## config.mk

```make
export PLATFORM = sky130hd
export DESIGN_NAME = bcd_conv_seq
export DESIGN_NICKNAME = d
export VERILOG_FILES = /design/src/rtl/bcd_conv_seq_pkg.sv /design/src/rtl/bcd_conv_seq_digit_adj.sv /design/src/rtl/bcd_conv_seq.sv
export SDC_FILE = /design/constraint.sdc
export NUM_CORES = 1
export LEC_CHECK = 0
export CORE_UTILIZATION = 56
export CTS_CLUSTER_SIZE = 24
export DETAILED_ROUTE_END_ITERATION = 6
export PLACE_DENSITY = 0.8
export SYNTH_ARGS = -nofsm -noshare
export SYNTH_HDL_FRONTEND = slang
export SYNTH_HIERARCHICAL = 1
export SYNTH_SLANG_ARGS = --single-unit
export TNS_END_PERCENT = 30
```

## constraint.sdc

```tcl
create_clock -name clk -period 3.1 [get_ports clk]
set_input_delay 0.465 -clock clk [delete_from_list [all_inputs] [get_ports clk]]
set_output_delay 0.465 -clock clk [all_outputs]
set_load 0.05 [all_outputs]
```

## src/rtl/bcd_conv_seq_pkg.sv

```systemverilog
// Shared definitions for the sequential binary-to-BCD converter:
// default sizes, display blank code, FSM encoding and the BCD range limit.
package bcd_conv_seq_pkg;

  localparam int unsigned WIDTH_DEF  = 24;
  localparam int unsigned DIGITS_DEF = 6;

  // Nibble code the 7-segment driver renders as a blank digit.
  localparam logic [3:0] BCD_BLANK = 4'hF;

  typedef enum logic {
    StIdle = 1'b0,
    StConv = 1'b1
  } state_e;

  // Largest magnitude representable in the given number of BCD digits (10^digits - 1).
  function automatic logic [63:0] bcd_max(input int unsigned digits);
    logic [63:0] v;
    v = 64'd1;
    for (int unsigned i = 0; i < digits; i++) begin
      v = v * 64'd10;
    end
    return v - 64'd1;
  endfunction

  localparam logic [63:0] BCD_MAX_DEF = bcd_max(DIGITS_DEF);

endpackage

```

## src/rtl/bcd_conv_seq_digit_adj.sv

```systemverilog
// Double-dabble correction cell: add 3 to a BCD nibble that is 5 or more,
// so the following left shift carries correctly into the next digit.
module bcd_digit_adj (
  input  logic [3:0] nib_i,
  output logic [3:0] nib_o
);

  always_comb begin
    nib_o = nib_i;
    if (nib_i >= 4'd5) begin
      nib_o = nib_i + 4'd3;
    end
  end

endmodule

```

## src/rtl/bcd_conv_seq.sv

```systemverilog
// Multi-cycle binary-to-BCD converter: sign/magnitude split on accept, then one
// double-dabble shift per clock, publishing packed BCD plus sign/overflow flags.
module bcd_conv_seq
  import bcd_conv_seq_pkg::*;
#(
  parameter int unsigned WIDTH  = WIDTH_DEF,
  parameter int unsigned DIGITS = DIGITS_DEF,
  parameter bit          SIGNED = 1'b1
) (
  input  logic                  clk,
  input  logic                  rst,
  input  logic                  start,
  input  logic [WIDTH-1:0]      bin_in,
  output logic                  ready,
  output logic                  valid,
  output logic [4*DIGITS-1:0]   bcd_out,
  output logic                  neg_out,
  output logic                  ovf_out
);

  localparam int unsigned AccW = 4 * DIGITS;
  localparam int unsigned CntW = (WIDTH > 1) ? $clog2(WIDTH) : 1;
  localparam logic [63:0] MaxMag = bcd_max(DIGITS);

  state_e state_q, state_d;

  logic [CntW-1:0]  cnt_q, cnt_d;
  logic [WIDTH-1:0] bin_q, bin_d;
  logic [AccW-1:0]  acc_q, acc_d;
  logic             neg_q, neg_d;
  logic             ovf_q, ovf_d;

  logic [AccW-1:0]  bcd_out_q, bcd_out_d;
  logic             neg_out_q, neg_out_d;
  logic             ovf_out_q, ovf_out_d;
  logic             valid_q, valid_d;

  logic             in_neg;
  logic [WIDTH-1:0] in_mag;
  logic             in_ovf;
  logic [AccW-1:0]  acc_adj;
  logic [AccW-1:0]  acc_shift;
  logic             last_step;
  logic             unused_acc_msb;

  // Sign/magnitude of the incoming operand; the most negative value still fits unsigned.
  always_comb begin
    in_neg = SIGNED && bin_in[WIDTH-1];
    in_mag = in_neg ? (~bin_in + WIDTH'(1)) : bin_in;
    in_ovf = (64'(in_mag) > MaxMag);
  end

  for (genvar g = 0; g < DIGITS; g++) begin : g_adj
    bcd_digit_adj u_adj (
      .nib_i (acc_q[4*g +: 4]),
      .nib_o (acc_adj[4*g +: 4])
    );
  end

  // The digit shifted out of the top only matters when ovf already blanks the result.
  assign acc_shift      = {acc_adj[AccW-2:0], bin_q[WIDTH-1]};
  assign unused_acc_msb = acc_adj[AccW-1];
  assign last_step      = (cnt_q == '0);

  // FSM state register
  always_ff @(posedge clk) begin
    if (rst) begin
      state_q <= StIdle;
    end else begin
      state_q <= state_d;
    end
  end

  // FSM next-state
  always_comb begin
    state_d = state_q;
    unique case (state_q)
      StIdle: if (start)     state_d = StConv;
      StConv: if (last_step) state_d = StIdle;
      default:               state_d = StIdle;
    endcase
  end

  // FSM outputs
  always_comb begin
    ready = (state_q == StIdle);
  end

  // Datapath next-state
  always_comb begin
    cnt_d     = cnt_q;
    bin_d     = bin_q;
    acc_d     = acc_q;
    neg_d     = neg_q;
    ovf_d     = ovf_q;
    bcd_out_d = bcd_out_q;
    neg_out_d = neg_out_q;
    ovf_out_d = ovf_out_q;
    valid_d   = 1'b0;
    unique case (state_q)
      StIdle: begin
        if (start) begin
          bin_d = in_mag;
          acc_d = '0;
          cnt_d = CntW'(WIDTH - 1);
          neg_d = in_neg;
          ovf_d = in_ovf;
        end
      end
      StConv: begin
        acc_d = acc_shift;
        bin_d = bin_q << 1;
        cnt_d = cnt_q - CntW'(1);
        if (last_step) begin
          cnt_d     = '0;
          bcd_out_d = ovf_q ? {DIGITS{BCD_BLANK}} : acc_shift;
          neg_out_d = neg_q;
          ovf_out_d = ovf_q;
          valid_d   = 1'b1;
        end
      end
      default: ;
    endcase
  end

  always_ff @(posedge clk) begin
    if (rst) begin
      cnt_q     <= '0;
      bin_q     <= '0;
      acc_q     <= '0;
      neg_q     <= 1'b0;
      ovf_q     <= 1'b0;
      bcd_out_q <= '0;
      neg_out_q <= 1'b0;
      ovf_out_q <= 1'b0;
      valid_q   <= 1'b0;
    end else begin
      cnt_q     <= cnt_d;
      bin_q     <= bin_d;
      acc_q     <= acc_d;
      neg_q     <= neg_d;
      ovf_q     <= ovf_d;
      bcd_out_q <= bcd_out_d;
      neg_out_q <= neg_out_d;
      ovf_out_q <= ovf_out_d;
      valid_q   <= valid_d;
    end
  end

  assign valid   = valid_q;
  assign bcd_out = bcd_out_q;
  assign neg_out = neg_out_q;
  assign ovf_out = ovf_out_q;

endmodule

```

==> results.rst <==
.. list-table::
   :header-rows: 1

   * - Metric
     - Value
   * - Placed insts
     - slightly above 700
   * - Mapped cell area
     - ~4500 um2
   * - Max-slew violation count
     - 0
   * - Die width
     - 91.21 um
   * - Final HPWL DP
     - roughly 6400 um
   * - Hold Slack
     - roughly 450 ps
   * - CP Max Fanout
     - 4
   * - Run status
     - completed
   * - TritonRoute pass-1 iters
     - 5
   * - Mean Syn Cell Area
     - roughly 7.7 um2
   * - Area of the die
     - 8319 um2
   * - Post-route non-filler standard cell count
     - 727
   * - Clock root buffer
     - clkbuf_8
   * - Vias in the first global route
     - between 3000 and 4000
   * - Gpl congestion
     - 0.8879
   * - Sequential Area
     - 1663 um2
   * - Overall routing resource usage
     - about a quarter
   * - Pin count of the biggest net entering global routing
     - 94
   * - Count of buffering cells on the critical path with inverters included
     - 2
   * - Synthesis-to-finish area growth
     - 19.46%
   * - DRT Wirelength
     - approximately 9500 um
   * - Clock-pin transition on the worst setup and hold timing paths
     - around 80 ps
   * - Clock skew after layout
     - between 10 and 15 ps
   * - Leakage component of the power
     - 2.014 nW
   * - Cell row count
     - 32
   * - Slew Limit Headroom
     - 28.48%
   * - Aggregate global routing overflow
     - 0
   * - Clock net sink count
     - 83
   * - Proportion of layout cells with a drive suffix above 1
     - 7.520%
   * - Crit-path max cell delay
     - 460 ps
   * - Area of the core region
     - approximately 7700 um2
   * - Latest clock arrival within the worst-skew pair
     - about 360 ps
   * - Filler instances
     - about 640
   * - Clock Tree Buf Depth
     - 2
   * - Top delay family on crit path
     - simple AND/OR/NAND/NOR gates
   * - Unrepaired setup endpoints after global routing
     - false
   * - Clock tree from TritonCTS
     - done
   * - Actual slew at the worst max-slew pin
     - approximately 1100 ps
   * - Critical path launch point type
     - input pin
   * - Number of input and output port buffers inserted
     - 54
   * - Worst supply voltage drop on vdd
     - 0.0002483 V
   * - Final nets
     - between 600 and 700
   * - Hold bufs inserted after CTS
     - 0
   * - Crit Path Category
     - in2reg
   * - Count of final setup violators
     - 0
   * - Starting density of the core
     - between 50 and 60%
   * - Cells along the critical path
     - clkdlybuf4s50_1 > inv_1 > ha_1 > nor3b_1 > nand4b_1 > o41ai_1 > xor2_1 > nand4_1 > nor3b_1 > nor4_1
   * - Total Negative Setup Slacks
     - 0 ps
   * - Max-cap violations
     - 0
   * - Final hold vios
     - 0
   * - Initial antenna violation count
     - 0
   * - Remaining number of nets flagged by the antenna check after routing
     - 0
   * - Post-CTS resize count
     - 0
   * - Antenna fix cells
     - 0
   * - Period utilisation layout
     - about nine tenths
   * - Overall die height
     - between 90 and 100 um
   * - First-pass GRT wire length
     - around 16000 um
   * - Cell repeated most along the worst path
     - nor3b_1
   * - Yosys Warn Count
     - 6
   * - Number of buffers created by CTS
     - 9
   * - Vias after detailed routing
     - between 4000 and 5000
   * - Post-detailed-route wirelength per cell
     - 13.01 um
   * - Critical Path AT
     - between 2000 and 3000 ps
   * - Number of DRC violations after detailed routing
     - 0
   * - Power per cell area
     - ~480 nW/um2
   * - Class of the most critical hold timing path
     - reg2reg
   * - Time the worst path needs with I/O delays and setup
     - roughly 2800 ps
   * - Combined area of the multi-input logic cells
     - 2591 um2
   * - Element type at the critical path end
     - register
   * - Mapped Nets
     - between 600 and 700
   * - Average vias per placed instance
     - roughly 5.7
   * - Count of routing violations after the opening detailed-route iteration
     - roughly 230
   * - Io pins
     - 55
   * - H-Tree Level Count
     - 3
   * - Cells after synthesis
     - a little under 600
   * - Fmax achieved
     - around 360 MHz
   * - Required time at the worst-slack endpoint
     - 3300 ps
   * - Setup bufs post-CTS
     - 0
   * - Design Power
     - 2.555 mW
   * - Cell type of the slowest stage on the worst timing path
     - clkdlybuf4s50_1
[power by group]
| group | leakage [nW] | total, mW | internal (mW) | switching (mW) |
|---|---|---|---|---|
| clock network | 0.109 | 0.862 | 0.490 | 0.372 |
| logic | 1.23 | 0.514 | 0.195 | 0.318 |
| registers | 0.678 | 1.18 | 1.13 | 0.0483 |
| total | 2.01 | 2.55 | 1.82 | 0.738 |
[flip-flops by register name, summed over array words and instances, names as in the netlist]
name and count:
ovf_q 1, bcd_out 24, neg_q 1, ovf_out 1, valid 1, neg_out 1, bin_q 24, cnt_q 5
state_q 1, acc_q 24
[metrics by stage]
stage,utilization (%),cell area [um2],worst slack (ps)
after floorplan,-,4457,662.3
after global placement,66.11,5109,115.1
after global routing,68.90,5324,90.50
after CTS,68.90,5324,351.1
final,68.90,5324,334.7
after detailed placement,66.11,5109,4.433
[worst paths after layout]
kind / start / to / slack [ps] / cells past startpoint
setup / recovery: bin_in[0] / ovf_q / 330 / 10
hold / removal: neg_q / neg_out / 450 / 2
setup reg to reg: state_q / bin_q[10] / 1380 / 4
hold reg to reg: neg_q / neg_out / 450 / 2
[area by class of cell]
type | count | area share (%)
multi-input combinational | 441 | 48.67
sequential | 83 | 31.23
timing repair buffer | 70 | 12.46
clock buffer | 12 | 2.914
tap | 102 | 2.397
inverter | 17 | 1.199
clock inverter | 2 | 1.128
[placed cells by master, fill, tap and decap left out, types with 4 or more instances in the layout]
master           instances
nand2b_1                15
a211oi_1                22
nor2_1                 112
clkdlybuf4s50_1         52
o21ai_0                 10
mux2i_1                 10
a21oi_1                 52
o31ai_1                  9
a21oi_2                  6
xor2_1                  20
clkbuf_8                11
nor3b_1                 26
nor3_1                  55
buf_4                   15
o21ai_1                  5
ha_1                    14
nand2_1                 36
dfxtp_1                 82
or3_1                    5
inv_1                   17
xnor2_1                  8
nor4_1                   4
[routing by layer]
metal | up-vias | track usage [%] | wire [um]
li1 | 2103 | - | -
met1 | 1866 | 28.63 | 4262
met2 | 123 | 41.86 | 4564
met3 | 21 | 2.931 | 430
met4 | 0 | 11.51 | 200
met5 | - | 0 | 0
[worst register-to-register path: stages (launching register included)]
cell      delay, ps
dfxtp_2         440
buf_4           700
a211oi_1        170
a21oi_1         200
nor2_1           60
Note: power is estimated with default switching activity, not from simulation.
